<file path="config.mk">
export PLATFORM = sky130hd
export DESIGN_NAME = logic_unit_arbiter
export DESIGN_NICKNAME = d
export VERILOG_FILES = /design/src/rtl/logic_unit_pkg.sv /design/src/rtl/bitwise_unit.sv /design/src/rtl/logic_unit_arbiter.sv
export SDC_FILE = /design/constraint.sdc
export NUM_CORES = 1
export LEC_CHECK = 0
export ABC_AREA = 1
export BUFFER_PORTS_ARGS = -buffer_cell sky130_fd_sc_hd__buf_4
export CELL_PAD_IN_SITES_DETAIL_PLACEMENT = 1
export CELL_PAD_IN_SITES_GLOBAL_PLACEMENT = 1
export CORE_MARGIN = 1
export CORE_UTILIZATION = 32
export DETAILED_ROUTE_END_ITERATION = 7
export GPL_ROUTABILITY_DRIVEN = 0
export PLACE_DENSITY = 0.89
export SETUP_SLACK_MARGIN = 0.3
export SLEW_MARGIN = 20
export SYNTH_ARGS = -nofsm -noshare
export SYNTH_HDL_FRONTEND = slang
export SYNTH_SLANG_ARGS = --single-unit
</file>
<file path="constraint.sdc">
create_clock -name Clk -period 2.8 [get_ports Clk]
set_input_delay 0.28 -clock Clk [delete_from_list [all_inputs] [get_ports Clk]]
set_output_delay 0.28 -clock Clk [all_outputs]
set_load 0.01 [all_outputs]
</file>
<file path="src/rtl/logic_unit_pkg.sv">
// rtl/logic_unit_pkg.sv - shared constants for the logic unit arbiter
package logic_unit_pkg;

  localparam int WIDTH = 32;
  localparam int OPW   = 3;

  localparam logic [OPW-1:0] OP_AND   = 3'b000;
  localparam logic [OPW-1:0] OP_OR    = 3'b001;
  localparam logic [OPW-1:0] OP_XOR   = 3'b010;
  localparam logic [OPW-1:0] OP_XNOR  = 3'b011;
  localparam logic [OPW-1:0] OP_NAND  = 3'b100;
  localparam logic [OPW-1:0] OP_NOR   = 3'b101;
  localparam logic [OPW-1:0] OP_NOTA  = 3'b110;
  localparam logic [OPW-1:0] OP_PASSA = 3'b111;

  typedef enum logic {
    ST_EMPTY = 1'b0,
    ST_FULL  = 1'b1
  } state_t;

  localparam logic REQ0 = 1'b0;
  localparam logic REQ1 = 1'b1;

endpackage

</file>
<file path="src/rtl/bitwise_unit.sv">
// rtl/bitwise_unit.sv - combinational bitwise op select for the shared logic unit
module bitwise_unit
  import logic_unit_pkg::*;
#(
  parameter int W = 32
) (
  output logic [W-1:0]   Result,
  input  logic [OPW-1:0] Op,
  input  logic [W-1:0]   A,
  input  logic [W-1:0]   B
);

  logic [W-1:0] and_v;
  logic [W-1:0] or_v;
  logic [W-1:0] xor_v;

  assign and_v = A & B;
  assign or_v  = A | B;
  assign xor_v = A ^ B;

  // Inverting ops reuse the base gate outputs rather than separate gates.
  always_comb begin
    Result = '0;
    case (Op)
      OP_AND:   Result = and_v;
      OP_OR:    Result = or_v;
      OP_XOR:   Result = xor_v;
      OP_XNOR:  Result = ~xor_v;
      OP_NAND:  Result = ~and_v;
      OP_NOR:   Result = ~or_v;
      OP_NOTA:  Result = ~A;
      OP_PASSA: Result = A;
      default:  Result = '0;
    endcase
  end

endmodule

</file>
<file path="src/rtl/logic_unit_arbiter.sv">
// rtl/logic_unit_arbiter.sv - round-robin share of one bitwise logic unit between two requesters
module logic_unit_arbiter
  import logic_unit_pkg::*;
#(
  parameter int WIDTH = 32,
  parameter int OPW   = 3
) (
  input  logic             Clk,
  input  logic             Rst_n,
  input  logic             Req0_Valid,
  output logic             Req0_Ready,
  input  logic [OPW-1:0]   Req0_Op,
  input  logic [WIDTH-1:0] Req0_A,
  input  logic [WIDTH-1:0] Req0_B,
  input  logic             Req1_Valid,
  output logic             Req1_Ready,
  input  logic [OPW-1:0]   Req1_Op,
  input  logic [WIDTH-1:0] Req1_A,
  input  logic [WIDTH-1:0] Req1_B,
  output logic             Rsp_Valid,
  input  logic             Rsp_Ready,
  output logic             Rsp_Id,
  output logic [WIDTH-1:0] Rsp_Result,
  output logic             Rsp_Zero,
  output logic             Busy
);

  state_t           state, state_next;
  logic             ptr;
  logic             grant;
  logic             can_accept;
  logic             hs;
  logic [OPW-1:0]   sel_op;
  logic [WIDTH-1:0] sel_a;
  logic [WIDTH-1:0] sel_b;
  logic [WIDTH-1:0] op_result;

  // A lone requester wins outright; the pointer only breaks ties (and idles).
  always_comb begin
    grant = ptr;
    if (Req0_Valid && !Req1_Valid) grant = REQ0;
    if (Req1_Valid && !Req0_Valid) grant = REQ1;
  end

  assign can_accept = (state == ST_EMPTY) || Rsp_Ready;
  assign Req0_Ready = can_accept && (grant == REQ0);
  assign Req1_Ready = can_accept && (grant == REQ1);
  assign hs         = (Req0_Valid && Req0_Ready) || (Req1_Valid && Req1_Ready);

  assign sel_op = (grant == REQ1) ? Req1_Op : Req0_Op;
  assign sel_a  = (grant == REQ1) ? Req1_A  : Req0_A;
  assign sel_b  = (grant == REQ1) ? Req1_B  : Req0_B;

  bitwise_unit #(.W(WIDTH)) u_bitwise (
    .Result (op_result),
    .Op     (sel_op),
    .A      (sel_a),
    .B      (sel_b)
  );

  always_ff @(posedge Clk or negedge Rst_n) begin
    if (!Rst_n) state <= ST_EMPTY;
    else        state <= state_next;
  end

  always_comb begin
    state_next = state;
    if (hs)                                   state_next = ST_FULL;
    else if (state == ST_FULL && Rsp_Ready)   state_next = ST_EMPTY;
  end

  always_ff @(posedge Clk or negedge Rst_n) begin
    if (!Rst_n) begin
      ptr        <= REQ0;
      Rsp_Id     <= REQ0;
      Rsp_Result <= '0;
      Rsp_Zero   <= 1'b1;
    end else if (hs) begin
      ptr        <= ~grant;
      Rsp_Id     <= grant;
      Rsp_Result <= op_result;
      Rsp_Zero   <= ~|op_result;
    end
  end

  assign Rsp_Valid = (state == ST_FULL);
  assign Busy      = Rsp_Valid;

endmodule

</file>
==> results of run 1 <==
flip-flops by register name, summed over array words and instances (netlist names):
| name | flops |
|---|---|
| Busy | 1 |
| Rsp_Id | 1 |
| Rsp_Result | 32 |
| Rsp_Zero | 1 |
| ptr | 1 |
placed cells by master, fill, tap and decap left out, types with 4 or more instances in the layout:
master	count
buf_16	5
or2_2	8
nand3_2	11
nand4_1	77
nand3_1	18
o21ai_4	6
o21ai_0	73
nor3_1	6
or2_0	5
nand2_4	6
nor2_2	6
nand2_2	12
inv_2	6
inv_1	161
o21ai_1	17
dfrtp_1	35
ha_1	55
nor3_2	4
nand2_8	5
ha_4	7
buf_12	4
o21ai_2	25
nor2_1	109
clkbuf_16	9
buf_4	211
nand2_1	319
area by class of cell:
class | instances | area (µm²)
fill | 2413 | 9529
multi-input combinational | 790 | 4569
timing repair buffer | 230 | 1979
sequential | 36 | 902.1
inverter | 171 | 664.4
tap | 229 | 286.5
clock buffer | 8 | 146.4
timing repair inverter | 1 | 8.758
critical path, stage by stage (launching register included):
cell and delay (ns):
dfrtp_1 0.39, nand2_2 0.12, nand2_8 0.15, nand2_8 0.13, clkbuf_16 0.21, o21ai_1 0.46
inv_1 0.13, ha_1 0.27, nand4_1 0.10, o21ai_0 0.10, nor2_1 0.15, nand3_2 0.14
nor2_1 0.13, nand3_1 0.08, nor2_1 0.11, nand3_1 0.07, nand2_1 0.08
synthesized netlist by cell type:
library cell / n
nand2_1: 330
inv_1: 166
nor2_1: 115
o21ai_0: 99
nand4_1: 77
ha_1: 64
dfrtp_1: 35
nand3_1: 27
clkbuf_1: 26
buf_2: 20
o21ai_1: 15
or2_2: 11
nor3_1: 10
o21ai_2: 7
buf_1: 6
nand2_2: 6
buf_6: 5
or2_0: 5
inv_2: 4
nand2_4: 4
a21oi_1: 3
mux2i_1: 3
nand3_2: 3
o22ai_1: 3
buf_4: 2
clkbuf_2: 2
dfstp_2: 1
inv_4: 1
nand3_4: 1
nor2_8: 1
nor3b_1: 1
o21a_1: 1
or2_1: 1
cells by family after synthesis:
kind of cell | after synthesis
compound gates | 128
buf+inv | 232
flops | 36
simple gates | 592
mux | 3
fa+ha+maj | 64
how the worst min path moves through the flow:
stage	from	endpoint	slack, ns
final	Rsp_Ready	Busy	0.33
after global routing	Rsp_Ready	Busy	0.36
after CTS	Rsp_Ready	Busy	0.32
after detailed placement	Rst_n	Rsp_Result[28]	0.27
after global placement	Rst_n	Rsp_Result[31]	0.27
after floorplan	Rst_n	Busy	-0.02
report_power, final:
group | switching, mW | leakage [nW] | total [mW] | internal, mW
clock | 0.206 | 0.0712 | 0.561 | 0.355
combinational | 1.85 | 4.26 | 3.02 | 1.17
sequential | 0.101 | 0.448 | 0.787 | 0.687
total | 2.15 | 4.78 | 4.37 | 2.21
timing repair:
item                                   CTS  global route
cloned                                   5             6
pin swaps                               19            27
setup endpoints to repair                5             8
hold buffers                             1             0
gates resized for setup                 71            61
endpoints found under the hold margin   35             0
buffers inserted                         6             8
metal layers:
metal	vias to the layer above	wire, µm	global-route usage
li1	3689	-	-
met1	3819	11590	0.3264
met2	490	13790	0.4194
met3	169	2565	0.03429
met4	0	1932	0.09935
met5	-	0	0
==> out/qor.csv, run 1 <==
metric,value,unit
run_status,finished with violations,
violations,"design-rule violations, negative setup slack",
synth_cells,1055,
finClkSkew,0.004151,ns
fin_ws,-0.07045,ns
finalSetupViolCount,1,
setup-tns-final,-0.07045,ns
grt_max_degree,48,
cts_tree,done,
ys_warn_count,0,
power_leakage,4.781,nW
cts-root-buf,clkbuf_16,
synth_area_leader_cell,nand2_1,
clock_path_buffers,2,
synth.area.mux_share,0.005044,
clock_latency,0.28,ns
layout.nets,1438,
routed_via_density,5.575,
num_vias,8167,
ys_types,33,
grt-ovfl-total,0,
dpl_worst_slack,-0.03048,ns
dp_hpwl,17010,µm
crit_path_start,ptr,
synth_nets,1258,
antenna_found_initial,0,
finalPower,4.367,mW
cp_data_required_time,3.02,ns
start_util,0.3292,
wirelength,29880,µm
grt_pass1_wl,38960,µm
cp.arrival,3.09,ns
chipHeight,138.4,µm
synth_compound_area_frac,0.1131,
rows,49,
ios,177,
ant_nets,0,
placed_area,7561,µm²
wire_per_inst,20.40,µm
finalInstanceArea,8557,µm²
period_minus_slack,2.870,ns
hold_class,input pin to flip-flop,
numCtsBuffers,5,
synthAdderAreaFrac,0.1345,
placedCellCount,1431,
powerDensity,510.3,nW/µm²
synth-xor-area-share,0,
drc,24,
yosysTopAreaCellShare,0.2081,
synth_top_family_by_area,simple AND/OR/NAND/NOR gates,
clock_sinks,36,
hold_depth,4,
synth_area_leaders,"nand2_1 21%, dfrtp_1 15%, ha_1 13%",
drive_gt1_frac,0.2807,
endpoint_kind,flip-flop,
portBuffers,176,
final_util,0.4731,
cts_htree_levels,2,
fmax,348.4,MHz
drv_cap,0,
synthSimpleGateAreaFrac,0.4369,
path_max_fanout,10,
synth-seq-cells,36,
rr_endpoint,Rsp_Zero,
ys_seq_area_frac,0.1515,
max_slew_margin,0.5395,
r2r-start,ptr,
path_class,flip-flop to flip-flop,
start_kind,flip-flop,
hold_viol,0,
r2r_slack,-0.07,ns
grt_usage,0.2511,
hold_ws,0.3288,ns
reg2reg_depth,16,
die-area,19150,µm²
first_pass_iters,7,
slew_viol_final,0,
synth.avg_cell_area,5.643,µm²
period_share,1.025,
netlist_area,5953,µm²
syn_to_final_growth,43.74,%
num_antenna_cells,0,
drtIter0Drc,578,
cts.clk_slew.worst_paths,0.05,ns
irDropWorstVdd,0.2125,mV
tightestPinTransition,0.6900,ns
core_area,18090,µm²
rsz0062_at_grt,true,
crit_path_end,Rsp_Zero,
die_x,138.4,µm
final_cells,1465,
first_global_vias,7780,
No activity file was read; power rests on OpenSTA's default activity.
==> inputs of run 2 (changes only) <==
- ABC_AREA: 1 -> 0
- CORE_UTILIZATION: 32 -> 34
- PLACE_DENSITY: 0.89 -> 0.88
- SKIP_LAST_GASP: unset -> 1
==> run 2 against run 1 <==
Compared with the run above: the run still ends with design-rule violations, negative setup slack left; sequential share of layout area shrank 0.83 points; register-to-register slack worse by 0.76 ns; power up 37%; final area grew 8.5%; clock skew rose by 0.0081 ns; count of clock-buffer cells in the layout decreased by 1; wire length grew 3.2%; cell count shrank 25%; critical path depth down 3; clock power barely moved; global-route usage rose by 5.6 points; critical path type unchanged.
==> out/qor.csv, run 2 <==
metric,value,unit
run_status,finished with violations,
violations,"design-rule violations, negative setup slack",
cts-root-buf,clkbuf_16,
synthTopCellsByCount,"95 x nand2_1, 92 x inv_1, 90 x mux2i_1, 64 x ha_1, 35 x dfrtp_1",
ys_seq_area_frac,0.1725,
period_share,1.296,
synth-seq-cells,36,
path_max_fanout,5,
path_class,flip-flop to flip-flop,
dp_hpwl,16120,µm
placed_area,7792,µm²
synth_area_leader_cell,mux2i_1,
portBuffers,176,
routed_via_density,5.886,
synth_area_leaders,"mux2i_1 17%, dfrtp_1 17%, ha_1 15%",
ys_warn_count,0,
grt_max_degree,37,
synth.avg_cell_area,8.341,µm²
die-area,15880,µm²
finClkSkew,0.01223,ns
fin_ws,-0.8286,ns
rows,44,
cp.arrival,3.79,ns
powerDensity,642.0,nW/µm²
final_util,0.6295,
synth_edf_count,0,
clock_path_buffers,2,
first_pass_iters,7,
wire_per_inst,28.19,µm
yosysTopAreaCellShare,0.1722,
yosysMostFrequentCell,nand2_1,
path_buf_inv,3,
synth_top_flop_cell,dfrtp_1,
finalInstanceArea,9288,µm²
synth_nets,830,
chipHeight,126.0,µm
slowest_stage,dfrtp_1,
hold_viol,0,
cp_data_required_time,2.96,ns
async_flop_share,1.000,
cts.clk_slew.worst_paths,0.06,ns
max_slew_margin,0.5184,
period_minus_slack,3.629,ns
crit_path_start,ptr,
num_antenna_cells,0,
cts_htree_levels,2,
core_area,14750,µm²
wirelength,30840,µm
ios,177,
drtIter0Drc,603,
layout_commonest_cell,buf_4,
irDropWorstVdd,0.2789,mV
numCtsBuffers,5,
cp_cell_sequence,nor2b_4 -> o21a_4 -> buf_12 -> buf_12 -> mux2_4 -> ha_4 -> mux2i_1 -> mux2i_1 -> nand4_1 -> buf_6 -> a311oi_4 -> nand4_1 -> o31ai_2,
first_global_vias,6458,
hp-start,Req0_Valid,
grt_pass1_wl,37290,µm
endpoint_kind,flip-flop,
drv_cap,0,
die_x,126.0,µm
cts_tree,done,
grt-ovfl-total,0,
finalSetupViolCount,20,
slew_viol_final,0,
clock_latency,0.29,ns
r2r-start,ptr,
rsz0062_at_grt,true,
max_stage_delay,0.41,ns
drc,1,
start_util,0.3545,
cp_top_family,compound AO/OA/AOI/OAI gates,
regMostFlops,Rsp_Result,
drive_gt1_frac,0.5747,
num_vias,6439,
synth_cells,627,
ys_types,49,
layout.nets,1112,
finalPower,5.962,mW
power_leakage,4.516,nW
start_kind,flip-flop,
netlist_area,5230,µm²
fmax,275.6,MHz
syn_to_final_growth,77.58,%
ant_nets,0,
hold_class,input pin to flip-flop,
largest_register_ffs,32,
grt_usage,0.3066,
most-common-layout-cells,"276 x buf_4, 83 x nand2_1, 74 x inv_1",
clock_sinks,36,
antenna_found_initial,0,
tightestPinTransition,0.7222,ns
==> run 2: cell types whose count changed after synthesis, sizes merged, moves of 34 or more <==
cell / previous run / this run
inv: 171 / 92
mux2i: 3 / 106
nand2: 340 / 95
nand4: 77 / 4
nor2: 116 / 20
o21ai: 121 / 30
xnor2: 0 / 34
==> run 2: area by class of cell <==
class                           count  area [µm²]
Fill cell                        1636        5466
Multi-Input combinational cell    459        4984
Inverter                           92       347.8
Clock inverter                      1       8.758
Tap cell                          184       230.2
Sequential cell                    36       902.1
Timing Repair Buffer              315        2683
Clock buffer                        7       132.6
==> run 2: per-layer routing <==
layer	up-vias	global-route usage	part of all wire
met4	0	0.1765	0.080
met5	-	0	0
li1	2665	-	-
met1	3142	0.3567	0.37
met2	451	0.5333	0.48
met3	181	0.04970	0.071
==> run 2: metrics by stage <==
step | setup TNS (ns) | hold WS, ns | setup slack (ns) | instances
finish | -3.275 | 0.3520 | -0.8286 | 1094
global route | -4.663 | 0.3579 | -0.8056 | 1094
CTS | -0.2992 | 0.3419 | -0.2992 | 1071
detailed placement | -0.5446 | 0.2693 | -0.5446 | 1044
global placement | -0.2263 | 0.2667 | -0.2263 | 1044
floorplan | -0.08960 | -0.01559 | -0.08960 | 627
==> run 2: worst min-delay path, delay by kind of cell <==
kind / cells / cell delay (ns)
buffers and inverters: 1 / 0.14
AO/OA/AOI/OAI: 1 / 0.11
AND/OR/NAND/NOR: 1 / 0.06
==> run 2: what timing repair did <==
item / in CTS / in global routing
setup endpoints to repair: 26 / 33
buffers inserted: 16 / 22
cloned: 2 / 1
endpoints found under the hold margin: 35 / 0
gates resized for setup: 67 / 135
hold buffers: 1 / 0
pin swaps: 32 / 35
==> run 2: logic make-up (layout without fill, tap and decap cells) <==
family / Yosys count / in the layout / share of synthesized area
flip-flops: 36 / 36 / 0.1725
XOR/XNOR: 34 / 34 / 0.05694
buffers and inverters: 132 / 415 / 0.1110
AND/OR/NAND/NOR: 137 / 137 / 0.1093
multiplexers: 139 / 139 / 0.2871
AO/OA/AOI/OAI: 85 / 85 / 0.1101
adder cells (fa/ha/maj): 64 / 64 / 0.1531
==> run 2: power by group <==
| group | internal, mW | switching, mW |
|---|---|---|
| Combinational | 2.21 | 2.37 |
| Clock | 0.332 | 0.226 |
| Sequential | 0.690 | 0.134 |
==> run 2: worst paths after layout <==
| path | to | slack, ns | depth (start not counted) |
|---|---|---|---|
| worst min register to register | Rsp_Result[31] | 0.47 | 2 |
| worst min-delay path | Rsp_Id | 0.35 | 3 |
| worst max-delay path | Rsp_Zero | -0.83 | 13 |
| max in group asynchronous | Rsp_Result[1] | 1.97 | 2 |
| min in group asynchronous | Rsp_Result[19] | 0.49 | 2 |
| worst max register to register | Rsp_Zero | -0.83 | 13 |
==> inputs of run 3 (changes only) <==
- CORE_UTILIZATION: 34 -> 36
- PLACE_DENSITY: 0.88 -> unset
- PLACE_DENSITY_LB_ADDON: unset -> 0.1
- SYNTH_HIERARCHICAL: unset -> 1
==> run 3 against run 2 <==
Compared with the run above: the run ends with negative hold slack, negative setup slack left; flip-flop and latch count is the same; die area grew 3.1%; clock skew shrank 0.0055 ns; sequential share of layout area shrank 0.85 points; clock power grew 17%; wire length grew 1.0%; utilization grew 3.3 points; register-to-register slack gained 0.12 ns.
==> out/qor.csv, run 3 <==
metric,value,unit
run_status,finished with violations,
violations,"negative hold slack, negative setup slack",
synth_area_leader_cell,mux2_2,
largest_register_ffs,32,
fin_ws,-0.7082,ns
hold_class,input pin to async pin,
first_pass_iters,5,
start_util,0.3717,
rsz0062_at_grt,true,
power_leakage,4.759,nW
ant_nets,0,
ys_warn_count,6,
met2_length,15780,µm
drv_cap,0,
first_global_vias,6562,
syn_to_final_growth,78.23,%
yosysTopAreaCellShare,0.1794,
async_flop_share,1.000,
slew_viol_final,0,
final_cells,1163,
ys_seq_area_frac,0.1579,
ios,177,
numCtsBuffers,5,
endpoint_kind,flip-flop,
start_kind,flip-flop,
r2r_slack,-0.71,ns
grt-ovfl-total,0,
powerDensity,546.2,nW/µm²
grt_pass1_wl,34710,µm
num_vias,6738,
dpl_worst_slack,-0.4976,ns
cts.clk_slew.worst_paths,0.07,ns
clock_path_buffers,2,
setup-tns-final,-5.666,ns
hold_viol,35,
r2r-start,ptr,
die-area,16380,µm²
die_x,128.0,µm
drive_gt1_frac,0.6870,
cts_tree,done,
cp_data_required_time,3.01,ns
synth_edf_count,0,
synth-seq-cells,36,
drtIter0Drc,391,
wirelength,31160,µm
period_share,1.253,
layout.nets,1154,
period_minus_slack,3.508,ns
finalSetupViolCount,29,
max_slew_margin,0.6130,
core_area,15370,µm²
regMostFlops,Rsp_Result,
fillers,1650,
clock_latency,0.31,ns
layout_commonest_cell,buf_4,
drc,0,
most-common-layout-cells,"311 x buf_4, 65 x inv_1, 60 x mux2_2",
wire_per_inst,26.79,µm
synth_top_flop_cell,dfrtp_1,
hold_ws,-0.03811,ns
synth_cells,627,
dp_hpwl,15520,µm
synthTopCellsByCount,"91 x inv_1, 91 x mux2_2, 64 x ha_1, 36 x xnor2_1, 35 x dfrtp_1",
wl_met3,2010,µm
grt_usage,0.2733,
finClkSkew,0.006695,ns
chipHeight,128.0,µm
ys_types,43,
rr_endpoint,Rsp_Zero,
routed_via_density,5.794,
cp.arrival,3.72,ns
num_antenna_cells,0,
portBuffers,176,
tightestPinTransition,0.5805,ns
reg2reg_depth,15,
placedCellCount,1071,
antenna_found_initial,0,
top_layer_used,met4,
synth_nets,830,
irDropWorstVdd,0.2850,mV
synth_area_leaders,"mux2_2 18%, dfrtp_1 15%, ha_1 14%",
path_max_fanout,4,
synth.avg_cell_area,9.112,µm²
clock_sinks,36,
netlist_area,5713,µm²
fmax,285.0,MHz
cts-root-buf,clkbuf_16,
cts_htree_levels,2,
rows,45,
drt-met1-wl,11650,µm
hold_buffers,0,
grt_max_degree,37,
path_class,flip-flop to flip-flop,
## run 3: changes by cell type after synthesis, moves of 12 or more
cell,previous run,this run
mux2i_1,90,8
a221oi_1,1,32
mux2i_2,15,0
nor3_1,0,28
a221oi_2,0,20
o211ai_1,14,2
nand2b_1,1,33
o32ai_1,1,26
nor2b_1,1,17
mux2_2,33,91
nand2_1,95,5
o21ai_0,20,2
## run 3: layer usage
layer	vias up	track usage
met3	146	0.02337
met5	-	0
met2	399	0.5313
li1	2864	-
met4	0	0.07751
met1	3329	0.3151
## run 3: layout make-up
cell class	count	area [µm²]	area share
inverter	92	377.9	0.03711
tap	211	264.0	0.02593
clock inverter	1	7.507	0.0007373
multi-input combinational	449	5134	0.5042
timing repair buffer	367	3354	0.3294
clock buffer	7	142.6	0.01401
sequential	36	902.1	0.08860
## run 3: worst max path at each step
stage | startpoint | to | slack, ns | cells past startpoint
2_1_floorplan | ptr | Rsp_Zero | 0.13 | 13
3_3_place_gp | ptr | Rsp_Zero | -0.39 | 14
3_5_place_dp | ptr | Rsp_Zero | -0.50 | 14
4_1_cts | ptr | Rsp_Zero | -0.27 | 14
5_1_grt | ptr | Rsp_Zero | -0.79 | 16
6_report | ptr | Rsp_Zero | -0.71 | 15
## run 3: per-stage QoR
| stage | power (mW) | instance area (µm²) | util |
|---|---|---|---|
| after floorplan | 2.401 | 5898 | - |
| after global placement | 3.472 | 7964 | 0.5181 |
| after detailed placement | 3.606 | 7964 | 0.5181 |
| after CTS | 4.541 | 8685 | 0.5650 |
| after global routing | 5.749 | 10180 | 0.6624 |
| final | 5.562 | 10180 | 0.6624 |
## run 3: kinds of logic after synthesis
family | count (synthesis) | synth area share
AND/OR/NAND/NOR | 146 | 0.1448
buffers and inverters | 144 | 0.1255
multiplexers | 107 | 0.2144
AO/OA/AOI/OAI | 94 | 0.1621
adder cells (fa/ha/maj) | 64 | 0.1402
XOR/XNOR | 36 | 0.05519
flip-flops | 36 | 0.1579
## run 3: repair_timing
item                       4_1_cts  5_1_grt
setup buffers                   16       55
pin swaps                       18       58
setup endpoints to repair       33       33
gates cloned                     5        8
resized for setup               78      175
## run 3: worst max-delay path, stage by stage (launching register included)
cell and delay (ns):
dfrtp_1 0.40, nand2_1 0.20, o21ai_4 0.11, buf_6 0.15
buf_16 0.14, mux2_4 0.32, inv_4 0.07, ha_4 0.19
nor3b_4 0.16, nor4_4 0.35, o211ai_1 0.19, o2bb2ai_2 0.22
nor4_4 0.34, buf_4 0.16, nand4_1 0.11, o31ai_1 0.30
## run 3: report_power, final
group / switching (mW) / internal (mW)
clock network: 0.294 / 0.357
registers: 0.144 / 0.710
logic: 1.95 / 2.11
